===== src/rtl/hs_tx_sequencer.sv =====
// hs_tx_sequencer
//   Byte-clock controller for one high-speed transmit burst on a lane fed by
//   an 8-to-2 DDR serializer. The burst sequence is
//   LP-01 request, LP-00 prepare, HS-zero, sync byte, payload, trailer,
//   LP-11 exit. Every byte goes out on TxByteHS; the upstream source is paced
//   with TxRequestHS/TxReadyHS.
//
//   Optional feature macro: HS_TX_TIMEOUT_EN
//     defined   : payload bytes are counted and a burst is truncated after
//                 MAX_BURST bytes; TxErrTimeout pulses on the first trailer cycle
//     undefined : bursts are unbounded, TxErrTimeout is tied low
//
//   Ports
//     TxByteClk    in   byte clock (same as the serializer byte clock)
//     Tx_RST       in   asynchronous active-low reset
//     TxRequestHS  in   upstream request/valid, held for the whole burst
//     TxDataHS     in   payload byte, valid while TxRequestHS is high
//     TxReadyHS    out  byte accepted on an edge where TxRequestHS && TxReadyHS
//     TxByteHS     out  byte to the serializer parallel input
//     HsEn         out  serializer / HS driver enable
//     LpDrive      out  LP line state {Dp,Dn}
//     Busy         out  high whenever the sequencer is not idle
//     TxErrTimeout out  one-cycle truncation pulse
module hs_tx_sequencer #(
  parameter int             W         = 8,
  parameter int             T_LPX     = 2,
  parameter int             T_PREP    = 4,
  parameter int             T_ZERO    = 6,
  parameter int             T_TRAIL   = 4,
  parameter int             T_EXIT    = 3,
  parameter logic [W-1:0]   SYNC      = W'(8'hB8),
  parameter int             MAX_BURST = 1024
) (
  input  logic         TxByteClk,
  input  logic         Tx_RST,
  input  logic         TxRequestHS,
  input  logic [W-1:0] TxDataHS,
  output logic         TxReadyHS,
  output logic [W-1:0] TxByteHS,
  output logic         HsEn,
  output logic [1:0]   LpDrive,
  output logic         Busy,
  output logic         TxErrTimeout
);

  function automatic int imax(input int a, input int b);
    return (a > b) ? a : b;
  endfunction

  localparam int TMAX = imax(imax(imax(T_LPX, T_PREP), imax(T_ZERO, T_TRAIL)), T_EXIT);
  localparam int CW   = $clog2(TMAX + 1);

  // Counter is loaded with T-1 on entry so a state lasts exactly T cycles.
  localparam logic [CW-1:0] L_LPX   = CW'(T_LPX - 1);
  localparam logic [CW-1:0] L_PREP  = CW'(T_PREP - 1);
  localparam logic [CW-1:0] L_ZERO  = CW'(T_ZERO - 1);
  localparam logic [CW-1:0] L_TRAIL = CW'(T_TRAIL - 1);
  localparam logic [CW-1:0] L_EXIT  = CW'(T_EXIT - 1);

  typedef enum logic [2:0] {
    ST_IDLE, ST_REQ, ST_PREP, ST_ZERO, ST_SYNC, ST_DATA, ST_TRAIL, ST_EXIT
  } state_t;

  state_t          state_q;
  logic [CW-1:0]   cnt_q;
  logic [W-1:0]    byte_q;
  logic            hs_q;
  logic [1:0]      lp_q;
  logic            rdy_q;
  logic            accept;
  logic            hit;      // the accepted byte is the last one allowed
  logic [W-1:0]    trail_byte;

  assign accept = TxRequestHS && rdy_q;

  // byte_q still holds the last byte sent; its MSB is the last bit on the wire.
  assign trail_byte = {W{~byte_q[W-1]}};

`ifdef HS_TX_TIMEOUT_EN
  localparam int BW = $clog2(MAX_BURST + 1);

  logic [BW-1:0] nacc_q;
  logic          err_q;

  assign hit = accept && (nacc_q == BW'(MAX_BURST - 1));

  // Inside DATA ready is only low after a truncation, so DATA with ready low
  // is exactly the cycle before a truncated trailer starts.
  always_ff @(posedge TxByteClk or negedge Tx_RST) begin
    if (!Tx_RST) begin
      nacc_q <= '0;
      err_q  <= 1'b0;
    end else begin
      if (state_q == ST_IDLE) nacc_q <= '0;
      else if (accept)        nacc_q <= nacc_q + BW'(1);
      err_q <= (state_q == ST_DATA) && !rdy_q;
    end
  end

  assign TxErrTimeout = err_q;
`else
  logic unused_cfg;
  assign unused_cfg   = (MAX_BURST == 0);
  assign hit          = 1'b0;
  assign TxErrTimeout = 1'b0;
`endif

  // Outputs are registered alongside the state: each transition loads the
  // output values of the state being entered.
  always_ff @(posedge TxByteClk or negedge Tx_RST) begin
    if (!Tx_RST) begin
      state_q <= ST_IDLE;
      cnt_q   <= '0;
      byte_q  <= '0;
      hs_q    <= 1'b0;
      lp_q    <= 2'b11;
      rdy_q   <= 1'b0;
    end else begin
      unique case (state_q)
        ST_IDLE: begin
          if (TxRequestHS) begin
            state_q <= ST_REQ;
            cnt_q   <= L_LPX;
            lp_q    <= 2'b01;
          end
        end
        ST_REQ: begin
          if (cnt_q == '0) begin
            state_q <= ST_PREP;
            cnt_q   <= L_PREP;
            lp_q    <= 2'b00;
          end else cnt_q <= cnt_q - CW'(1);
        end
        ST_PREP: begin
          if (cnt_q == '0) begin
            state_q <= ST_ZERO;
            cnt_q   <= L_ZERO;
            hs_q    <= 1'b1;
            byte_q  <= '0;
          end else cnt_q <= cnt_q - CW'(1);
        end
        ST_ZERO: begin
          if (cnt_q == '0) begin
            state_q <= ST_SYNC;
            byte_q  <= SYNC;
            rdy_q   <= 1'b1;
          end else cnt_q <= cnt_q - CW'(1);
        end
        // SYNC and DATA share the accept path: an accepted byte goes out next
        // cycle; no accept (request dropped, or truncated) starts the trailer.
        ST_SYNC, ST_DATA: begin
          if (accept) begin
            state_q <= ST_DATA;
            byte_q  <= TxDataHS;
            if (hit) rdy_q <= 1'b0;
          end else begin
            state_q <= ST_TRAIL;
            cnt_q   <= L_TRAIL;
            byte_q  <= trail_byte;
            rdy_q   <= 1'b0;
          end
        end
        ST_TRAIL: begin
          if (cnt_q == '0) begin
            state_q <= ST_EXIT;
            cnt_q   <= L_EXIT;
            hs_q    <= 1'b0;
            lp_q    <= 2'b11;
            byte_q  <= '0;
          end else cnt_q <= cnt_q - CW'(1);
        end
        ST_EXIT: begin
          if (cnt_q == '0) state_q <= ST_IDLE;
          else             cnt_q   <= cnt_q - CW'(1);
        end
        default: state_q <= ST_IDLE;
      endcase
    end
  end

  assign TxReadyHS = rdy_q;
  assign TxByteHS  = byte_q;
  assign HsEn      = hs_q;
  assign LpDrive   = lp_q;
  assign Busy      = (state_q != ST_IDLE);

endmodule


===== config.mk =====
export PLATFORM = sky130hd
export DESIGN_NAME = hs_tx_sequencer
export DESIGN_NICKNAME = d
export VERILOG_FILES = /design/src/rtl/hs_tx_sequencer.sv
export SDC_FILE = /design/constraint.sdc
export NUM_CORES = 1
export LEC_CHECK = 0
export ABC_AREA = 1
export CORE_ASPECT_RATIO = 0.9
export CORE_MARGIN = 2
export CORE_UTILIZATION = 55
export CTS_BUF_LIST = sky130_fd_sc_hd__clkbuf_4 sky130_fd_sc_hd__clkbuf_8
export DETAILED_ROUTE_END_ITERATION = 8
export HOLD_SLACK_MARGIN = 0.06
export PLACE_DENSITY = 0.83
export SYNTH_ARGS = -nofsm -noshare
export SYNTH_HDL_FRONTEND = slang
export SYNTH_SLANG_ARGS = --single-unit

===== constraint.sdc =====
create_clock -name TxByteClk -period 3.62 [get_ports TxByteClk]
set_input_delay 1.086 -clock TxByteClk [delete_from_list [all_inputs] [get_ports TxByteClk]]
set_output_delay 1.086 -clock TxByteClk [all_outputs]
set_load 0.02 [all_outputs]

==> Word level (Yosys, flattened, before mapping) <==
Cells that the tools add are included.
{ "totals": {"register_bits": 18, "input_bits": 11, "out_inout_bits": 14} }
{ "classes": {"addsub": 1, "muxes": 27, "reduce_logical": 17, "n_eq_ne": 16, "bitwise": 1} }
{ "op_table": {"columns": ["cell", "count"], "rows": [
  ["3-bit 2-to-1 mux", 11],
  ["8-bit 2-to-1 mux", 3],
  ["8-bit one-hot mux with 3 select lines", 1],
  ["3-bit one-hot mux with 7 select lines", 1],
  ["3-bit one-hot mux with 6 select lines", 1],
  ["2-bit != test, second input constant", 8],
  ["3-bit == test, second input constant", 4],
  ["3-bit AND reduction", 4],
  ["3-bit nonzero test", 3],
  ["2-bit 2-to-1 mux", 4],
  ["3-bit by 2-bit == test with 1-bit output, second input constant", 2],
  ["3-bit logical NOT", 2],
  ["2-bit one-hot mux with 3 select lines", 1],
  ["6-bit AND reduction", 1],
  ["2-bit OR reduction", 3],
  ["1-bit one-hot mux with 2 select lines", 2],
  ["4-bit AND reduction", 1],
  ["2-bit nonzero test", 2],
  ["3-bit by 1-bit == test with 1-bit output, second input constant", 1],
  ["1-bit 2-to-1 mux", 3],
  ["3-bit by 1-bit subtractor with 3-bit output, second input constant", 1],
  ["2-bit by 1-bit != test with 1-bit output, second input constant", 1],
  ["1-bit logical AND", 1],
  ["1-bit inverter", 1]
]} }

==> Longest topological paths before layout <==
Gate-level depths: netlist of the first run.
{ "depth": {"word_depth": 4, "depth_mapped": 9, "mapped_depth_nobuf": 9} }

==> Worst setup path after synthesis of the first run <==
Ideal clock, no wire load.
{ "synth_path": {"path_type": "register to output", "startpoint": "reg state_q[2]", "endpoint": "out Busy", "n_path_buf": 0, "required_time_ps": 2534, "arrival_ps": 816, "path_stages_with_launch": 3, "path_slack_ps": 1718, "cell_sequence": "dfrtp_1 nor2_1 nand2_1"} }
{ "synth_between": {"elab_chain_len": 1} }
{ "synth_rtl": {"columns": ["element", "line_no", "text"], "rows": [
  ["start, declared", "64", "state_t state_q;"],
  ["start signal, assigned", "112", "state_q <= ST_IDLE;"],
  ["start signal, assigned", "122", "state_q <= ST_REQ;"],
  ["start signal, assigned", "129", "state_q <= ST_PREP;"],
  ["3-bit nonzero test", "185", "assign Busy = (state_q != ST_IDLE);"],
  ["end, declared", "42", "output logic Busy,"]
]} }
Every way passes these cells.

==> Worst setup path in the final report of the first run <==
Same ends and word-level chain as after synthesis.

==> results.sh, run 1 <==
export IMPL_dr_pass1_iters=4
export IMPL_num_rows=15
export IMPL_routed_wl_um=2340
export IMPL_grt_pass1_wl_um=4070
export IMPL_required_ns=2.53
export IMPL_syn_avg_cell_area_um2=7.41
export IMPL_synth_top_area_frac=0.365
export IMPL_timing_final_crit_share=0.768
export IMPL_overflow=0
export IMPL_mappedNetlistArea_um2=1100
export IMPL_antenna_found_initial=0
export IMPL_cts_resized_gates=0
export IMPL_r2r_slack_ns=2.05
export IMPL_setup_viol=0
export IMPL_hp_class="reg -> reg"
export IMPL_grt_total_usage=0.237
export IMPL_startpoint="state_q[2]"
export IMPL_layout_common_cells="nand2_1 (59), clkdlybuf4s50_1 (23), nand3_1 (17)"
export IMPL_rsz0062_at_grt="false"
export IMPL_die_w_um=51.1
export IMPL_cp_start_kind="register"
export IMPL_clk_path_buf_depth=2
export IMPL_fin_crit_ns=2.78
export IMPL_root_buffer="clkbuf_4"
export IMPL_crit_type="reg -> out"
export IMPL_use_met1=0.317
export IMPL_worst_slew_pin_slew_ns=0.820
export IMPL_port_buffers=23
export IMPL_fmax_ghz=0.360
export IMPL_cts_made_buffers=3
export IMPL_skew_ns=0.00607
export IMPL_max_slew_margin=0.451
export IMPL_synthTopCellsByArea="dfrtp_1 (36%), nand2_1 (20%), nand3_1 (7.8%), dfstp_2 (4.8%), inv_1 (3.8%)"
export IMPL_diodes=0
export IMPL_grt_busiest_layer="met2"
export IMPL_final_common_cell="nand2_1"
export IMPL_grt_use_met3=0.0455
export IMPL_grt_max_degree=19
export IMPL_die_area_um2=2370
export IMPL_hp_start="LpDrive[1]"
export IMPL_final_cell_area_um2=1360
export IMPL_critPathCaptureType="output port"
export IMPL_cp_max_fo=7
export IMPL_placed_cells=193
export IMPL_syn_inst=148
export IMPL_hold_viol_final=0
export IMPL_gp_congestion=0.921
export IMPL_vias_per_cell=5.12
export IMPL_cts_setup_buffers=0
export IMPL_nNetsFinal=186
export IMPL_syn_nets=161
export IMPL_cts_reportedPaths_clkPinSlew_ns=0.10
export IMPL_grt_pass1_vias=895
export IMPL_layout_drive_gt1_share=0.105
export IMPL_clkLatencyLatePin_ns=0.30
export IMPL_wl_per_cell_um=11.9
export IMPL_core_area_um2=1900
export IMPL_placed_area_um2=1330
export IMPL_initial_core_util=0.579
export IMPL_slew_viol_final=0
export IMPL_drtAntennaViolNets=0
export IMPL_cap_violations=0
export IMPL_yosysWarnings=0
export IMPL_synth_cell_types=25
export IMPL_die_h_um=46.4
export IMPL_area_delta_synth_final_pct=24.2
export IMPL_htree_levels=1
export IMPL_clock_sinks=18
export IMPL_status="finished, final reports clean"
export IMPL_yosysSeqAreaShare=0.413
export IMPL_arrival_ns=1.69
export IMPL_use_met2=0.377
export IMPL_hpwl_um=1710
export IMPL_drc=0
export IMPL_cts_tree="done"
export IMPL_synth_seq_cells=18
export IMPL_leakage_nw=0.723
export IMPL_final_setup_tns_ns=0
export IMPL_hold_slack_ns=0.465
export IMPL_postCtsHoldBufs=0
export IMPL_powerDensity_nw_per_um2=1020
export IMPL_vias=1009
export IMPL_yosys_area_top_type="dfrtp_1"
export IMPL_utilization=0.719
export IMPL_regToRegStartpoint="cnt_q[0]"
export IMPL_final_cells=197
export IMPL_io_pin_count=25
export IMPL_drtIter0Drc=37
export IMPL_ir_worst_vdd_uv=629
==> report_power, final <==
part | switching, W | leakage, nW | total [W] | internal [W]
combinational | 0.000534 | 0.486 | 0.000874 | 0.000340
sequential | 0.0000870 | 0.219 | 0.000399 | 0.000312
clock | 0.0000629 | 0.0184 | 0.000113 | 0.0000504
==> final timing paths <==
kind | endpoint | cells after the start
worst max-delay path | Busy | 3
min in group asynchronous | HsEn | 1
worst max register to register | cnt_q[1] | 9
worst min-delay path | LpDrive[1] | 2
max in group asynchronous | TxByteHS[2] | 1
worst min register to register | LpDrive[1] | 2
==> routing by layer <==
layer / vias to the layer above / wire, µm
met5: - / 0
met1: 439 / 1030
met2: 47 / 1090
met3: 8 / 176
met4: 0 / 46
li1: 515 / -
==> kinds of logic after synthesis <==
kind of cell	synth area share
and+or+nand+nor	0.401
buffers and inverters	0.0752
DFF	0.413
AOI/OAI and AO/OA	0.0764
adders and majority gates	0.0228
xor gates and xnor gates	0.00798
other	0.00342
==> sequential cells by signal (all words and copies together), names as in the netlist <==
| register | flops |
|---|---|
| HsEn | 1 |
| LpDrive | 2 |
| TxByteHS | 8 |
| TxReadyHS | 1 |
| cnt_q | 3 |
| state_q | 3 |
==> cells in the mapped netlist, drive strengths merged <==
cell type	n
a21oi	4
buf	3
conb	1
dfrtp	16
dfstp	2
ha	2
inv	15
nand2	61
nand3	18
nand3b	1
nand4	2
nor2	12
nor3b	1
o211ai	1
o21ai	7
o21bai	1
xor2	1
==> metrics by stage <==
step / power [W] / setup slack [ns]
floorplan: 0.00102 / 1.72
global placement: 0.00124 / 1.22
detailed placement: 0.00127 / 1.18
CTS: 0.00139 / 0.837
global route: 0.00153 / 0.726
finish: 0.00139 / 0.841
==> worst max-delay path, stage by stage, from the launching register on <==
cell,delay (ns)
dfrtp_1,0.49
nor2_1,0.21
nand2_1,0.13
clkdlybuf4s50_1,0.56
==> layout make-up <==
cell class | instances | area, µm²
Fill cell | 171 | 533
Multi-Input combinational cell | 112 | 562
Sequential cell | 18 | 453
Clock buffer | 4 | 30.0
Timing Repair Buffer | 23 | 230
Inverter | 15 | 56.3
Tap cell | 25 | 31.3
Power figures use the tool's default switching activity.
==> inputs of run 2 (changes only) <==
Settings changed: CORE_UTILIZATION 55 to 46, PLACE_DENSITY 0.83 to 0.74.
Clock period 3.62 ns to 2.45 ns, I/O delays scaled along.
==> run 2 against run 1 <==
Net effect: die area is 18% higher; clock skew hardly changed; clock power is 50% higher; cell count is 1.5% higher; register-to-register slack worse by 1.2 ns.
==> results.sh, run 2 (synthesized netlist as in run 1, its figures left out) <==
export IMPL_multi_input_area_um2=564
export IMPL_diodes=0
export IMPL_ir_worst_vdd_uv=827
export IMPL_port_buffers=23
export IMPL_slew_viol_final=0
export IMPL_die_w_um=55.5
export IMPL_cts_made_buffers=3
export IMPL_crit_type="reg -> out"
export IMPL_postCtsHoldBufs=0
export IMPL_routed_wl_um=2380
export IMPL_nNetsFinal=187
export IMPL_fmax_ghz=0.460
export IMPL_status="finished, final reports clean"
export IMPL_fillerInstances=202
export IMPL_fin_ws_ns=0.278
export IMPL_vias_per_cell=5.13
export IMPL_io_pin_count=25
export IMPL_vias=1026
export IMPL_final_setup_tns_ns=0
export IMPL_required_ns=1.71
export IMPL_arrival_ns=1.44
export IMPL_setup_viol=0
export IMPL_cts_tree="done"
export IMPL_layout_common_cells="nand2_1 (59), clkdlybuf4s50_1 (22), nand3_1 (17)"
export IMPL_crit_path_max_incr_delay_ns=0.59
export IMPL_grt_total_usage=0.185
export IMPL_grt_pass1_vias=939
export IMPL_layout_drive_gt1_share=0.121
export IMPL_num_rows=16
export IMPL_worst_slew_pin_slew_ns=0.508
export IMPL_max_slew_margin=0.661
export IMPL_clock_sinks=18
export IMPL_rsz0062_at_grt="false"
export IMPL_wl_per_cell_um=11.9
export IMPL_cp_start_kind="register"
export IMPL_die_h_um=50.3
export IMPL_hpwl_um=1830
export IMPL_utilization=0.620
export IMPL_htree_levels=1
export IMPL_area_delta_synth_final_pct=25.7
export IMPL_powerDensity_nw_per_um2=1490
export IMPL_hp_class="reg -> reg"
export IMPL_clkLatencyLatePin_ns=0.30
export IMPL_critPathTopFamily="buffers and inverters"
export IMPL_path_cells="clkdlybuf4s50_1"
export IMPL_slowest_stage="clkdlybuf4s50_1"
export IMPL_pre_cts_ws_ns=0.360
export IMPL_dr_pass1_iters=4
export IMPL_drtAntennaViolNets=0
export IMPL_drc=0
export IMPL_seq_area_um2=454
export IMPL_gp_congestion=0.899
export IMPL_drtIter0Drc=18
export IMPL_final_common_cell="nand2_1"
export IMPL_critPathCaptureType="output port"
export IMPL_largest_reg_flops=8
export IMPL_timing_final_crit_share=0.887
export IMPL_leakage_nw=0.731
export IMPL_clk_path_buf_depth=2
export IMPL_hold_viol_final=0
export IMPL_skew_ns=0.00618
export IMPL_fin_crit_ns=2.17
export IMPL_worst_path_buf_inv=1
export IMPL_cap_violations=0
export IMPL_overflow=0
export IMPL_antenna_found_initial=0
export IMPL_cts_reportedPaths_clkPinSlew_ns=0.11
export IMPL_cp_max_fo=2
export IMPL_die_area_um2=2790
export IMPL_root_buffer="clkbuf_4"
export IMPL_grt_pass1_wl_um=4120
export IMPL_grt_max_degree=15
export IMPL_core_area_um2=2220
export IMPL_initial_core_util=0.494
run 2: per-layer routing:
layer  vias up  track usage  part of all wire
li1        525            -                 -
met1       460        0.244              0.45
met2        41        0.308              0.48
met3         0       0.0619             0.066
met4         0       0.0203                 0
met5         -            0                 0
run 2: area by class of cell:
type	count	area share
multi-input cells	112	0.409
inverters	15	0.0408
repair buffers	24	0.174
clock buffers	4	0.0218
flip-flops and latches	18	0.329
well taps	27	0.0245
run 2: worst paths after layout:
check	from	to	slack, ns	cells past startpoint
min in group asynchronous	Tx_RST	state_q[0]	0.76	1
min reg2reg	LpDrive[0]	LpDrive[0]	0.47	2
max in group asynchronous	Tx_RST	TxByteHS[5]	1.17	2
max reg2reg	cnt_q[0]	cnt_q[1]	0.90	9
min	LpDrive[0]	LpDrive[0]	0.47	2
max	LpDrive[1]	LpDrive[1]	0.28	1
run 2: power by group:
group / switching (W) / total (W) / internal (W) / leakage, nW
logic: 0.000787 / 0.00129 / 0.000503 / 0.495
registers: 0.000130 / 0.000593 / 0.000463 / 0.218
clock network: 0.0000960 / 0.000170 / 0.0000744 / 0.0184
total: 0.00101 / 0.00205 / 0.00104 / 0.731
run 2: through the flow:
stage	hold slack [ns]	total power (W)	instances	cell area, µm²
2_1_floorplan	0.439	0.00150	148	1100
3_3_place_gp	0.452	0.00186	196	1340
3_5_place_dp	0.454	0.00189	196	1340
4_1_cts	0.471	0.00206	200	1370
5_1_grt	0.484	0.00226	200	1380
6_report	0.468	0.00205	200	1380
run 2: tightest hold or removal path, delay by kind of cell, from the launching register on:
family,cells,cell delay (ns)
AND/OR/NAND/NOR,2,0.09
flip-flops,1,0.39
run 2: repair_timing:
| action | CTS | global route |
|---|---|---|
| setup buffers | 0 | 0 |
| gates resized for setup | 0 | 3 |
| endpoints found under the setup margin | 0 | 1 |
==> inputs of run 3 (changes only) <==
Settings changed: CAP_MARGIN set to 15.
==> results of run 3 <==
No change in the layout: final DEF, timing and power equal those of run 2.
